--- src/rtl/timer_key_loader.sv ---
// Keypad-side loader for the microwave countdown timer: validates M:SS digit
// entry, shift-loads digits into the timer and issues clear/start requests.
module timer_key_loader #(
  parameter int unsigned MAX_TENS  = 5,
  parameter logic [3:0]  KEY_CLEAR = 4'hA,
  parameter logic [3:0]  KEY_START = 4'hB
) (
  input  logic       clock,
  input  logic       reset,
  input  logic       key_valid,
  input  logic [3:0] key_code,
  output logic       key_ready,
  input  logic       running,
  output logic [3:0] timer_data,
  output logic       timer_loadn,
  output logic       timer_clearn,
  output logic       start_req,
  output logic       key_err,
  output logic [3:0] entry_ones,
  output logic [3:0] entry_tens,
  output logic [3:0] entry_mins
);

  localparam logic [3:0] MAX_TENS_C = 4'(MAX_TENS);

  typedef enum logic [1:0] {
    IDLE = 2'd0,
    LOAD = 2'd1,
    CLR  = 2'd2
  } state_t;

  state_t     state, state_nxt;
  logic       key_accept, is_digit, digit_ok, shadow_zero;
  logic [3:0] data_nxt, ones_nxt, tens_nxt, mins_nxt;
  logic       loadn_nxt, clearn_nxt, start_nxt, err_nxt, ready_nxt;

  assign key_accept  = key_valid & key_ready;
  assign is_digit    = (key_code <= 4'd9);
  // A new digit shifts ones into tens, so ones must already be a legal tens digit.
  assign digit_ok    = !running && (entry_mins == 4'd0) && (entry_ones <= MAX_TENS_C);
  assign shadow_zero = (entry_ones == 4'd0) && (entry_tens == 4'd0) && (entry_mins == 4'd0);

  // State register plus the registered outputs computed one cycle ahead.
  // NOTE: sequential state is written with non-blocking assignments only, so
  // every flop samples the pre-edge value of every other flop.
  always_ff @(posedge clock) begin
    if (reset) begin
      state        <= CLR;
      timer_data   <= 4'd0;
      timer_loadn  <= 1'b1;
      timer_clearn <= 1'b0;
      start_req    <= 1'b0;
      key_err      <= 1'b0;
      key_ready    <= 1'b0;
      entry_ones   <= 4'd0;
      entry_tens   <= 4'd0;
      entry_mins   <= 4'd0;
    end else begin
      state        <= state_nxt;
      timer_data   <= data_nxt;
      timer_loadn  <= loadn_nxt;
      timer_clearn <= clearn_nxt;
      start_req    <= start_nxt;
      key_err      <= err_nxt;
      key_ready    <= ready_nxt;
      entry_ones   <= ones_nxt;
      entry_tens   <= tens_nxt;
      entry_mins   <= mins_nxt;
    end
  end

  // Next-state logic.
  // NOTE: every signal driven here gets a default first so no latch is inferred.
  always_comb begin
    state_nxt = IDLE;
    unique case (state)
      IDLE: begin
        state_nxt = IDLE;
        if (key_accept) begin
          if (is_digit && digit_ok)      state_nxt = LOAD;
          else if (key_code == KEY_CLEAR) state_nxt = CLR;
        end
      end
      LOAD:    state_nxt = IDLE;
      CLR:     state_nxt = IDLE;
      default: state_nxt = IDLE;
    endcase
  end

  // Output logic: strobes default inactive, shadow and timer_data hold.
  always_comb begin
    data_nxt   = timer_data;
    ones_nxt   = entry_ones;
    tens_nxt   = entry_tens;
    mins_nxt   = entry_mins;
    loadn_nxt  = 1'b1;
    clearn_nxt = 1'b1;
    start_nxt  = 1'b0;
    err_nxt    = 1'b0;
    ready_nxt  = (state_nxt == IDLE);
    if (state == IDLE && key_accept) begin
      if (is_digit) begin
        if (digit_ok) begin
          mins_nxt  = entry_tens;
          tens_nxt  = entry_ones;
          ones_nxt  = key_code;
          data_nxt  = key_code;
          loadn_nxt = 1'b0;
        end else begin
          err_nxt = 1'b1;
        end
      end else if (key_code == KEY_CLEAR) begin
        ones_nxt   = 4'd0;
        tens_nxt   = 4'd0;
        mins_nxt   = 4'd0;
        clearn_nxt = 1'b0;
      end else if (key_code == KEY_START) begin
        if (!running && !shadow_zero) start_nxt = 1'b1;
        else                          err_nxt   = 1'b1;
      end else begin
        err_nxt = 1'b1;
      end
    end
  end

endmodule
--- config.mk ---
export PLATFORM = sky130hd
export DESIGN_NAME = timer_key_loader
export DESIGN_NICKNAME = d
export VERILOG_FILES = /design/src/rtl/timer_key_loader.sv
export SDC_FILE = /design/constraint.sdc
export NUM_CORES = 1
export LEC_CHECK = 0
export CAP_MARGIN = 15
export CORE_MARGIN = 3
export CORE_UTILIZATION = 25
export CTS_BUF_LIST = sky130_fd_sc_hd__clkbuf_4
export DETAILED_ROUTE_END_ITERATION = 10
export PLACE_DENSITY_LB_ADDON = 0.05
export SYNTH_ARGS = -nofsm -noshare
export SYNTH_HDL_FRONTEND = slang
export SYNTH_SLANG_ARGS = --single-unit
--- constraint.sdc ---
create_clock -name clock -period 2.2 [get_ports clock]
set_clock_uncertainty 0.05 [all_clocks]
set_input_delay 0.33 -clock clock [delete_from_list [all_inputs] [get_ports clock]]
set_output_delay 0.33 -clock clock [all_outputs]
set_load 0.03 [all_outputs]
== After elaboration in Yosys (flattened, before gate mapping) ==
Cells that the tools add are included.

* Flip-flop bits (word level): 23
* Bits of input ports: 8

* Order comparisons: 2
* Eq/ne operators: 3
* Mux-type cells: 20
* Bitwise gates (word level): 4
* Reductions and logical operators: 20

{| class="wikitable"
|+ Operators with widths
! kind !! number
|-
| $mux W4 || 7
|-
| $logic_not A4 Y1 || 3
|-
| $mux W1 || 9
|-
| $eq A4 B4 Y1 const B || 2
|-
| $mux W2 || 4
|-
| $logic_and A1 B1 Y1 || 7
|-
| $reduce_and A3 Y1 || 2
|-
| $reduce_or A5 Y1 || 1
|-
| $le A4 B3 Y1 const B || 1
|-
| $le A4 B4 Y1 const B || 1
|-
| $logic_not A2 Y1 || 2
|-
| $not A1 Y1 || 3
|-
| $reduce_or A3 Y1 || 1
|-
| $logic_not A1 Y1 || 2
|-
| $ne A2 B1 Y1 const B || 1
|-
| $reduce_bool A2 Y1 || 1
|-
| $reduce_or A2 Y1 || 1
|-
| $and A1 B1 Y1 || 1
|}

== Logic depth before layout (Yosys ltp) ==
Gate-level depths: netlist of the first run.

* Depth in word-level cells: 9
* Gate-level depth with buffers: 5
* Depth with buffers taken out: 4

== Worst setup path after synthesis of the first run ==
Ideal clock, no wire load.

* Kind: register -> register
* Start: reg entry_mins[0]
* End: reg entry_tens[1]
* Setup time: 0.117 ns
* Data arrival time: 1.326 ns
* Setup slack: 0.707 ns
* Cell stages (with the launch flop): 6
* Buffers on the path: 1
* Path through: dfxtp_1 nor3_2 nand4_2 o2bb2ai_1 buf_6 a22o_1

* Cells in the longest elaborated chain, start to end: 5

{| class="wikitable"
|+ Ends and longest elaborated chain
! what !! line !! source
|-
| from (decl) || 21 || <nowiki>output logic [3:0] entry_mins</nowiki>
|-
| from (signal assigned) || 68 || <nowiki>entry_mins <= mins_nxt;</nowiki>
|-
| $logic_not A4 Y1 || 40 || <nowiki>assign digit_ok = !running && (entry_mins == 4'd0) && (entry_ones <= MAX_TENS_C);</nowiki>
|-
| $logic_and A1 B1 Y1 (2 in a row) || 40 ||
|-
| $ne A2 B1 Y1 (no source line) || - ||
|-
| $reduce_and A3 Y1 (no source line) || - ||
|-
| to (signal assigned) || 67 || <nowiki>entry_tens <= tens_nxt;</nowiki>
|-
| to (decl) || 20 || <nowiki>output logic [3:0] entry_tens,</nowiki>
|}

No other way between the ends.
A chain may end at the register's enable or synchronous reset.

== Worst setup path after layout of the first run ==
* Start: reg entry_ones[1]
* End: out entry_ones[1]

{| class="wikitable"
|+ RTL lines
! what !! line !! source
|-
| from (decl) || 19 || <nowiki>output logic [3:0] entry_ones,</nowiki>
|-
| from (signal assigned) || 66 || <nowiki>entry_ones <= ones_nxt;</nowiki>
|}

No word-level cell between the ends.

==> key figures, run 1 <==
Clock network
  – Clock root buffer: sky130_fd_sc_hd__clkbuf_4
  – Number of gates given a new drive strength after cts: 0
  – Number of setup buffers added after CTS: 0
  – Number of CTS-inserted buffers: 3
  – CTS Sinks: 23
  – Clk pin slew, worst setup/hold paths: 0.13 ns
  – Source-to-sink clock delay at the later pin of the worst-skew pair: 0.30 ns
  – TritonCTS clock tree: yes
  – # hold bufs at CTS: 0
  – CTS H-tree depth: 1
  – Deepest clock path buffer count: 2

Layout
  – Fraction of final layout cells with drive strength greater than 1: 9.26%
  – Layout overhead on the synthesized area: 43.5%
  – Antenna Diode Count: 0
  – Final std cell area, no fill: 1210 um^2
  – Final Net Count: 117
  – Final-layout fill cell count: 334

Floorplan
  – Effective utilization at floorplan: 27.0%
  – Overall die height: 64.2 um
  – Core region area: 3130 um^2
  – Area enclosed by the die boundary: 4120 um^2
  – Boundary Pins: 29
  – Count of standard-cell rows: 20
  – Overall die width: 64.2 um

Yosys
  – Cells taking the most area after synthesis: sky130_fd_sc_hd__dfxtp_1, sky130_fd_sc_hd__a22o_1, sky130_fd_sc_hd__nand2b_1
  – Ys flop type: sky130_fd_sc_hd__dfxtp_1
  – Cells after synthesis: 76
  – Async set or reset register ratio after synthesis: 0%
  – Sequential fraction of the synthesis area: 54.4%
  – Number of synthesized register bits: 23
  – Post-Synthesis Cell Area: 846 um^2
  – Number of flops mapped to enable cells by yosys: 0
  – Warning count from the yosys run: 0
  – Mean Syn Cell Area: 11.1 um^2
  – Post-synth net total: 84
  – Largest area contributor in the synthesized netlist: sky130_fd_sc_hd__dfxtp_1
  – Cell types with the highest counts after synthesis: sky130_fd_sc_hd__dfxtp_1, sky130_fd_sc_hd__a22o_1, sky130_fd_sc_hd__nand2b_1
  – Fraction of synthesized cell area taken by the top area cell type: 54.4%
  – Synth unique cells: 23
  – Dominant cell by count in the synthesized netlist: sky130_fd_sc_hd__dfxtp_1

STA
  – # setup viols final: 0
  – Highest Clock Rate: 553 MHz
  – Setup TNS: 0 ns
  – Setup WS post-layout: 0.391 ns
  – Worst Hold Slack: 0.433 ns
  – Slew at the pin with the worst max-slew slack: 0.775 ns
  – Final Slew Violations: 0
  – Final clock period utilization by the worst path: 82.2%
  – Slew Limit Headroom: 48.3%
  – Tmin final: 1.81 ns
  – Final hold violation count: 0
  – RSZ-0062 raised after global routing: false

Setup path
  – Critical-path maximum fanout: 5
  – Worst path depth: 1
  – Cell with the largest stage delay on the worst path: sky130_fd_sc_hd__clkdlybuf4s50_1
  – Start point of the critical path: entry_ones[1]$_SDFFE_PP0P_
  – CP arrival: 1.43 ns
  – R2r startpoint: entry_mins[0]$_SDFFE_PP0P_
  – Top Family by Delay on Critical Path: buffers and inverters
  – CP cell instances: clkdlybuf4s50_1
  – Kind of launch point of the worst setup path: register
  – Kind of end point of the critical path: output port
  – Critical path's largest stage delay: 0.70 ns
  – Worst setup path category: reg2out
  – Internal reg-to-reg setup slack: 0.59 ns
  – Worst-case reg-to-reg path depth: 4
  – Worst R2R End: entry_mins[1]$_SDFFE_PP0P_
  – Count of buffer and inverter cells on the critical path: 1
  – Required time of the worst setup path: 1.82 ns
  – Timing endpoint of the critical path: entry_ones[1]

Drt
  – Router iterations before antenna repair: 4
  – Residual DRC count: 0
  – Routed via count: 674
  – Vias per std cell: 4.43
  – Final antenna-violating net count: 0
  – Number of DRC markers in iteration 0: 10
  – Routed length per instance: 12.5 um
  – Detailed Route WL: 1.89 mm

Placed design
  – Placed Instance Area: 1190 um^2
  – Port-buffer cells: 28
  – Gpl congestion: 0.705
  – Setup slack after placement: 0.105 ns

Status
  – Run status: finished clean

Global route
  – Number of global-route vias before repair: 658
  – Combined global-route utilization of all metal layers: 9.57%
  – Leftover overflow at the end of global routing: 0
  – Pin count of the biggest net entering global routing: 14
  – Antenna violations before repair: 0
  – First-pass GRT wire length: 3.11 mm

Run
  – Number of max-capacitance violations reported: 0

Hold path
  – Type of the worst min-delay path: reg2reg

Pwr
  – Leak Pwr: 0.453 nW
  – Worst IR Drop VDD: 145 uV
  – Pwr dens: 578 nW/um^2
[how the worst min path moves through the flow]
| stage | from | endpoint | slack [ns] | cells after the start |
|---|---|---|---|---|
| 3_3_place_gp | timer_data[1]$_SDFFE_PP0P_ | timer_data[1]$_SDFFE_PP0P_ | 0.41 | 2 |
| 4_1_cts | timer_data[1]$_SDFFE_PP0P_ | timer_data[1]$_SDFFE_PP0P_ | 0.44 | 2 |
| 5_1_grt | timer_data[3]$_SDFFE_PP0P_ | timer_data[3]$_SDFFE_PP0P_ | 0.47 | 2 |
| 2_1_floorplan | key_code[1] | entry_ones[1]$_SDFFE_PP0P_ | 0.41 | 1 |
| 3_5_place_dp | timer_data[1]$_SDFFE_PP0P_ | timer_data[1]$_SDFFE_PP0P_ | 0.42 | 2 |
| 6_report | timer_data[1]$_SDFFE_PP0P_ | timer_data[1]$_SDFFE_PP0P_ | 0.43 | 2 |
[routing by layer]
layer / vias up / routed length [um] / track usage [%]
met5: - / 0 / 0
met4: 0 / 15 / 3.96
met3: 2 / 92 / 2.46
met2: 15 / 873 / 15.4
met1: 318 / 911 / 12.1
li1: 339 / - / -
[cell type report]
cell class	instances	area (um^2)	area share, %
multi-input cells	47	353	29.1
inverters	2	7.51	0.619
well taps	44	55.1	4.54
clock buffers	3	22.5	1.86
repair buffers	32	310	25.6
clock inverters	1	5.00	0.412
flip-flops and latches	23	460	37.9
[where the power goes]
part           switching (mW)  internal [mW]  total [mW]
clock network           0.127         0.0678       0.195
logic                  0.0407         0.0383      0.0790
registers             0.00369          0.424       0.428
total                   0.172          0.530       0.702
[stage by stage]
| step | cells | util (%) | power (mW) |
|---|---|---|---|
| after CTS | 152 | 38.8 | 0.714 |
| after detailed placement | 148 | 37.9 | 0.518 |
| after global routing | 152 | 38.8 | 0.738 |
| after floorplan | 76 | - | 0.481 |
| after global placement | 148 | 37.9 | 0.518 |
| final | 152 | 38.8 | 0.702 |
[sequential cells by signal (all words and copies together) (netlist names)]
name / count
entry_mins: 4
entry_tens: 4
timer_clearn: 1
key_ready: 1
timer_data: 4
key_err: 1
entry_ones: 4
state: 2
start_req: 1
timer_loadn: 1
[layout by cell type, fill, tap and decap left out]
cell,n
sky130_fd_sc_hd__clkdlybuf4s50_1,28
sky130_fd_sc_hd__dfxtp_1,23
sky130_fd_sc_hd__a22o_1,11
sky130_fd_sc_hd__nand2b_1,9
sky130_fd_sc_hd__nor2_1,4
sky130_fd_sc_hd__mux2i_1,4
sky130_fd_sc_hd__buf_4,4
sky130_fd_sc_hd__clkbuf_4,3
sky130_fd_sc_hd__a21oi_1,2
sky130_fd_sc_hd__and4bb_1,2
sky130_fd_sc_hd__inv_1,2
sky130_fd_sc_hd__nor3_1,2
sky130_fd_sc_hd__nor3b_1,2
sky130_fd_sc_hd__and2_1,2
sky130_fd_sc_hd__nor3_2,1
sky130_fd_sc_hd__o21ai_1,1
sky130_fd_sc_hd__nand4_2,1
sky130_fd_sc_hd__o2bb2ai_1,1
sky130_fd_sc_hd__nor2b_1,1
sky130_fd_sc_hd__and3b_1,1
sky130_fd_sc_hd__nor4_1,1
sky130_fd_sc_hd__nand4_1,1
sky130_fd_sc_hd__nand4b_1,1
sky130_fd_sc_hd__clkinv_2,1
[kinds of logic after synthesis]
| kind of cell | count (synthesis) | share of synthesized area (%) |
|---|---|---|
| AO/OA/AOI/OAI | 15 | 14.2 |
| multiplexers | 4 | 4.73 |
| AND/OR/NAND/NOR | 28 | 22.8 |
| buffers and inverters | 6 | 3.85 |
| flip-flops | 23 | 54.4 |
No activity file was read; power rests on OpenSTA's default activity.
==> run 2: changes to the inputs <==
clock period = 1.6 ns   (was 2.2 ns; I/O delays follow)
==> run 2 against run 1 <==
Critical path depth is 6 higher; cell count grew 7.2%; sequential share of layout area shrank 2.1 points; power grew 42%; sequential cell count is the same; sequential power rose by 37%; global-route usage up 1.2 points; first-iteration DRC count is 40% higher; design area increased by 5.9%; via count rose by 4.7%; register-to-register slack lost 0.44 ns.
==> key figures, run 2 (same netlist as run 1, synthesis figures left out) <==
Clock network
  – Deepest clock path buffer count: 2 (unchanged)
  – TritonCTS clock tree: yes
  – Source-to-sink clock delay at the later pin of the worst-skew pair: 0.30 ns (about the same)
  – Clock root buffer: sky130_fd_sc_hd__clkbuf_4
  – # hold bufs at CTS: 0 (unchanged)
  – CTS Sinks: 23 (unchanged)
  – Number of CTS-inserted buffers: 3 (unchanged)
  – Clk pin slew, worst setup/hold paths: 0.12 ns (about the same)
  – CTS H-tree depth: 1 (unchanged)

Run
  – Number of max-capacitance violations reported: 0 (unchanged)

Setup path
  – Timing endpoint of the critical path: timer_data[1]$_SDFFE_PP0P_
  – Start point of the critical path: key_code[1]
  – Worst R2R End: timer_data[1]$_SDFFE_PP0P_
  – Kind of end point of the critical path: register
  – Kind of launch point of the worst setup path: primary input
  – Critical-path maximum fanout: 4 (-1)
  – Internal reg-to-reg setup slack: 0.15 ns (-0.44 ns)
  – Required time of the worst setup path: 1.79 ns (-0.03 ns)
  – CP arrival: 1.65 ns (+0.22 ns)
  – Worst setup path category: in2reg
  – R2r startpoint: entry_mins[0]$_SDFFE_PP0P_
  – Worst-case reg-to-reg path depth: 6 (+2)

Drt
  – Final antenna-violating net count: 0 (unchanged)
  – Routed via count: 706 (+4.7%)
  – Routed length per instance: 12.3 um (-1.5%)
  – Residual DRC count: 0 (unchanged)
  – Detailed Route WL: 2.00 mm (+5.6%)
  – Number of DRC markers in iteration 0: 14 (+4)
  – Router iterations before antenna repair: 4 (unchanged)
  – Vias per std cell: 4.33 (-2.3%)

Placed design
  – Port-buffer cells: 28 (unchanged)
  – Estimated wirelength of the detail-placed design: 1.56 mm
  – Post-Place Cells: 159 (+7.4%)
  – Placed Instance Area: 1270 um^2 (+7.0%)
  – Gpl congestion: 0.718 (+1.8%)

Global route
  – First-pass GRT wire length: 3.51 mm (+13%)
  – Number of global-route vias before repair: 736 (+12%)
  – Pin count of the biggest net entering global routing: 13 (-1)
  – Leftover overflow at the end of global routing: 0 (unchanged)
  – Antenna violations before repair: 0 (unchanged)
  – Combined global-route utilization of all metal layers: 10.8% (+1.2 points)

Pwr
  – Pwr dens: 774 nW/um^2 (+34%)
  – Worst IR Drop VDD: 214 uV (+48%)
  – Leak Pwr: 0.599 nW (+32%)
  – Pwr Total: 0.994 mW (+42%)

STA
  – Final Slew Violations: 0 (unchanged)
  – Slew Limit Headroom: 67.5% (+19 points)
  – # setup viols final: 0 (unchanged)
  – RSZ-0062 raised after global routing: false
  – Final clock period utilization by the worst path: 91.2%
  – Final hold violation count: 0 (unchanged)
  – Highest Clock Rate: 685 MHz
  – Slew at the pin with the worst max-slew slack: 0.484 ns (-0.291 ns)
  – Tmin final: 1.46 ns

Status
  – Run status: finished clean

Layout
  – Fraction of final layout cells with drive strength greater than 1: 18.5% (+9.2 points)
  – Commonest non-fill, non-tap cell in the layout: sky130_fd_sc_hd__dfxtp_1
  – Final std cell area, no fill: 1280 um^2 (+5.9%)
  – Final Net Count: 128 (+9.4%)
  – Fin cells: 163 (+7.2%)
  – Antenna Diode Count: 0 (unchanged)
  – Core utilization of the finished layout: 41.1% (+2.3 points)
  – Most frequent cells in the layout: sky130_fd_sc_hd__dfxtp_1, sky130_fd_sc_hd__dlygate4sd2_1, sky130_fd_sc_hd__buf_4
  – Layout overhead on the synthesized area: 51.9%

Floorplan
  – Area enclosed by the die boundary: 4120 um^2 (unchanged)
  – Count of standard-cell rows: 20 (unchanged)
  – Overall die height: 64.2 um (unchanged)
  – Effective utilization at floorplan: 27.0% (unchanged)
  – Overall die width: 64.2 um (unchanged)
  – Boundary Pins: 29 (unchanged)
  – Core region area: 3130 um^2 (unchanged)

Hold path
  – Type of the worst min-delay path: reg2reg
run 2: metal layers:
layer	GRT usage [%]	share of wire, %	vias up
met4	4.75	0.75	0
met1	14.2	49	331
met3	2.64	4.4	2
li1	-	-	358
met5	0	0	-
met2	16.5	46	15
run 2: worst min-delay path by stage:
stage | from | end | slack, ns | depth (start not counted)
2_1_floorplan | key_code[1] | entry_ones[1]$_SDFFE_PP0P_ | 0.32 | 1
3_3_place_gp | timer_data[0]$_SDFFE_PP0P_ | timer_data[0]$_SDFFE_PP0P_ | 0.41 | 2
3_5_place_dp | timer_data[1]$_SDFFE_PP0P_ | timer_data[1]$_SDFFE_PP0P_ | 0.41 | 2
4_1_cts | timer_data[1]$_SDFFE_PP0P_ | timer_data[1]$_SDFFE_PP0P_ | 0.43 | 2
5_1_grt | timer_data[3]$_SDFFE_PP0P_ | timer_data[3]$_SDFFE_PP0P_ | 0.46 | 2
6_report | timer_data[1]$_SDFFE_PP0P_ | timer_data[1]$_SDFFE_PP0P_ | 0.43 | 2
run 2: through the flow:
stage          worst slack, ns  TNS [ns]  hold WS, ns
2_1_floorplan            0.107         0        0.315
3_3_place_gp            -0.306     -4.42        0.408
3_5_place_dp            -0.354     -4.95        0.415
4_1_cts                 0.0973         0        0.435
5_1_grt                0.00635         0        0.461
6_report                 0.141         0        0.428
run 2: layout make-up:
cell class              instances  area (um^2)
inverters                       2         7.51
well taps                      44         55.1
repair buffers                 43          367
clock buffers                   4         30.0
fillers                       334         1840
flip-flops and latches         23          460
multi-input cells              47          365
run 2: where the power goes:
group	leakage, nW	internal (mW)	switching (mW)
combinational	0.393	0.0624	0.0619
clock	0.0184	0.114	0.168
sequential	0.187	0.583	0.00467
run 2: what timing repair did:
| item | in CTS | in global routing |
|---|---|---|
| buffers inserted | 0 | 0 |
| resized for setup | 22 | 1 |
| setup endpoints to repair | 31 | 4 |
run 2: worst max-delay path, stage by stage:
cell and delay, ns:
sky130_fd_sc_hd__clkdlybuf4s50_1 0.46, sky130_fd_sc_hd__o21ai_1 0.20, sky130_fd_sc_hd__nand4_2 0.15, sky130_fd_sc_hd__buf_4 0.17, sky130_fd_sc_hd__nor2b_1 0.10, sky130_fd_sc_hd__buf_4 0.15, sky130_fd_sc_hd__mux2i_1 0.17
==> run 3: changes to the inputs <==
MAX_ROUTING_LAYER = met4   (was not set)
SKIP_LAST_GASP = 1   (was not set)
==> run 3 against run 2 <==
Die area stayed put; register-to-register slack barely moved; setup slack got worse by 0.00050 ns; largest power group unchanged; via count grew 0.14%; critical path depth is the same; sequential power hardly changed; largest cell class unchanged; global-route usage increased by 0.22 points; combinational power about the same; power is 0.35% lower; cell count did not move; clock power about the same.
==> key figures, run 3 (same netlist as run 1, synthesis figures left out) <==
Global route
  – Antenna violations before repair: 0 (unchanged)
  – Pin count of the biggest net entering global routing: 13 (unchanged)
  – Combined global-route utilization of all metal layers: 11.0% (+0.22 points)
  – First-pass GRT wire length: 3.48 mm (-0.80%)
  – Leftover overflow at the end of global routing: 0 (unchanged)
  – Number of global-route vias before repair: 735 (-0.14%)

Setup path
  – CP cell instances: clkdlybuf4s50_1, o21ai_1, nand4_2, buf_4, nor2_1, buf_4, a22o_1
  – Cell with the largest stage delay on the worst path: sky130_fd_sc_hd__clkdlybuf4s50_1
  – Most prevalent standard cell on the critical path: sky130_fd_sc_hd__buf_4
  – Worst setup path category: in2reg
  – Critical path's largest stage delay: 0.46 ns (about the same)
  – Worst-case reg-to-reg path depth: 6 (unchanged)
  – Kind of launch point of the worst setup path: primary input
  – Required time of the worst setup path: 1.81 ns (+0.02 ns)
  – Critical-path maximum fanout: 8 (+4)
  – CP arrival: 1.66 ns (about the same)
  – Kind of end point of the critical path: register

Placed design
  – Port-buffer cells: 28 (unchanged)
  – Gpl congestion: 0.726 (+1.2%)
  – Setup slack after placement: -0.354 ns (unchanged)
  – Estimated wirelength of the detail-placed design: 1.56 mm (unchanged)

STA
  – RSZ-0062 raised after global routing: false
  – Slew at the pin with the worst max-slew slack: 0.474 ns (-0.00998 ns)
  – Final clock period utilization by the worst path: 91.2% (about the same)
  – Setup TNS: 0 ns (unchanged)
  – # setup viols final: 0 (unchanged)
  – Final Slew Violations: 0 (unchanged)
  – Highest Clock Rate: 685 MHz (about the same)
  – Tmin final: 1.46 ns (+0.000503 ns)
  – Slew Limit Headroom: 68.2% (+0.67 points)
  – Setup WS post-layout: 0.141 ns (-0.000503 ns)
  – Final hold violation count: 0 (unchanged)

Drt
  – Vias per std cell: 4.34 (+0.14%)
  – Final antenna-violating net count: 0 (unchanged)
  – Number of DRC markers in iteration 0: 5 (-9)
  – Residual DRC count: 0 (unchanged)
  – Routed length per instance: 12.1 um (-1.5%)
  – Router iterations before antenna repair: 2 (-2)
  – Routed via count: 707 (+0.14%)
  – Detailed Route WL: 1.97 mm (-1.5%)

Floorplan
  – Overall die width: 64.2 um (unchanged)
  – Overall die height: 64.2 um (unchanged)
  – Count of standard-cell rows: 20 (unchanged)
  – Core region area: 3130 um^2 (unchanged)
  – Effective utilization at floorplan: 27.0% (unchanged)
  – Boundary Pins: 29 (unchanged)
  – Area enclosed by the die boundary: 4120 um^2 (unchanged)

Layout
  – Area of the multi-input gates: 365 um^2 (unchanged)
  – Fraction of final layout cells with drive strength greater than 1: 18.5% (unchanged)
  – Most frequent cells in the layout: sky130_fd_sc_hd__dfxtp_1, sky130_fd_sc_hd__dlygate4sd2_1, sky130_fd_sc_hd__buf_4
  – Commonest non-fill, non-tap cell in the layout: sky130_fd_sc_hd__dfxtp_1
  – Layout overhead on the synthesized area: 51.9% (unchanged)
  – Final Net Count: 128 (unchanged)
  – Final-layout fill cell count: 334 (unchanged)
  – Antenna Diode Count: 0 (unchanged)
  – Register area: 460 um^2 (unchanged)

Clock network
  – # hold bufs at CTS: 0 (unchanged)
  – CTS Sinks: 23 (unchanged)
  – Source-to-sink clock delay at the later pin of the worst-skew pair: 0.30 ns (about the same)
  – Clock root buffer: sky130_fd_sc_hd__clkbuf_4
  – Deepest clock path buffer count: 2 (unchanged)
  – Clk pin slew, worst setup/hold paths: 0.12 ns (about the same)
  – CTS H-tree depth: 1 (unchanged)
  – Number of CTS-inserted buffers: 3 (unchanged)
  – TritonCTS clock tree: yes

Hold path
  – Worst hold path depth: 2 (unchanged)
  – Type of the worst min-delay path: reg2reg

Run
  – Number of max-capacitance violations reported: 0 (unchanged)

Pwr
  – Portion of total power attributed to the clock network: 28.1% (-0.2 points)
  – Switching Fraction: 23.3% (-0.26 points)
  – Worst IR Drop VDD: 211 uV (-1.4%)
  – Power share of the combinational group: 12.5% (about the same)
  – Switching power summed over all nets: 0.231 mW (-1.4%)
  – Flop pwr share: 59.4% (+0.3 points)
  – Leak Pwr: 0.599 nW (unchanged)
  – Internal power component: 0.760 mW (about the same)
  – Pwr dens: 771 nW/um^2 (-0.35%)

Status
  – Run status: finished clean
-- run 3: cell counts in the layout (fill, tap and decap cells not counted) --
Identical to the previous run, type by type.
-- run 3: worst paths after layout --
| kind | from | to | slack [ns] |
|---|---|---|---|
| worst max-delay path | key_code[1] | entry_mins[3]$_SDFFE_PP0P_ | 0.14 |
| worst min-delay path | timer_data[1]$_SDFFE_PP0P_ | timer_data[1]$_SDFFE_PP0P_ | 0.43 |
| worst max register to register | entry_mins[0]$_SDFFE_PP0P_ | entry_mins[3]$_SDFFE_PP0P_ | 0.15 |
| worst min register to register | timer_data[1]$_SDFFE_PP0P_ | timer_data[1]$_SDFFE_PP0P_ | 0.43 |
-- run 3: layer usage --
metal  vias up  wire length, um  global-route usage (%)
li1        358                -                       -
met1       332              960                    14.1
met2        15              916                    16.5
met3         2               79                    2.46
met4         0               13                    4.75
met5         -                0                       -
-- run 3: worst max-delay path: cells and delay by family --
kind,cells,cell delay [ns]
buffers and inverters,3,0.80
AOI/OAI and AO/OA,2,0.34
and+or+nand+nor,2,0.28
-- run 3: area by class of cell --
cell class              count  share of cell area, %
repair buffers             43                   28.5
inverters                   2                  0.584
flip-flops and latches     23                   35.8
clock buffers               4                   2.34
well taps                  44                   4.28
multi-input cells          47                   28.4
-- run 3: repair_timing --
| item | in CTS | in global routing |
|---|---|---|
| buffers inserted | 0 | 0 |
| setup endpoints to repair | 31 | 4 |
| gates resized for setup | 22 | 1 |
| endpoints found under the hold margin | 0 | 0 |
-- run 3: power groups by stage --
| stage | combinational, mW | sequential, mW | clock (mW) |
|---|---|---|---|
| final | 0.124 | 0.588 | 0.279 |
| after detailed placement | 0.130 | 0.601 | 0 |
| after floorplan | 0.0430 | 0.619 | 0 |
| after global placement | 0.130 | 0.601 | 0 |
| after global routing | 0.135 | 0.590 | 0.322 |
| after CTS | 0.126 | 0.588 | 0.301 |
-- run 3: stage by stage --
step	total power, mW	instance area (um^2)	utilization (%)	cells	hold WS, ns
after CTS	1.02	1280	40.9	163	0.435
after global placement	0.731	1270	40.6	159	0.408
final	0.991	1280	41.1	163	0.428
after detailed placement	0.731	1270	40.6	159	0.415
after floorplan	0.662	846	-	76	0.315
after global routing	1.05	1280	41.1	163	0.461
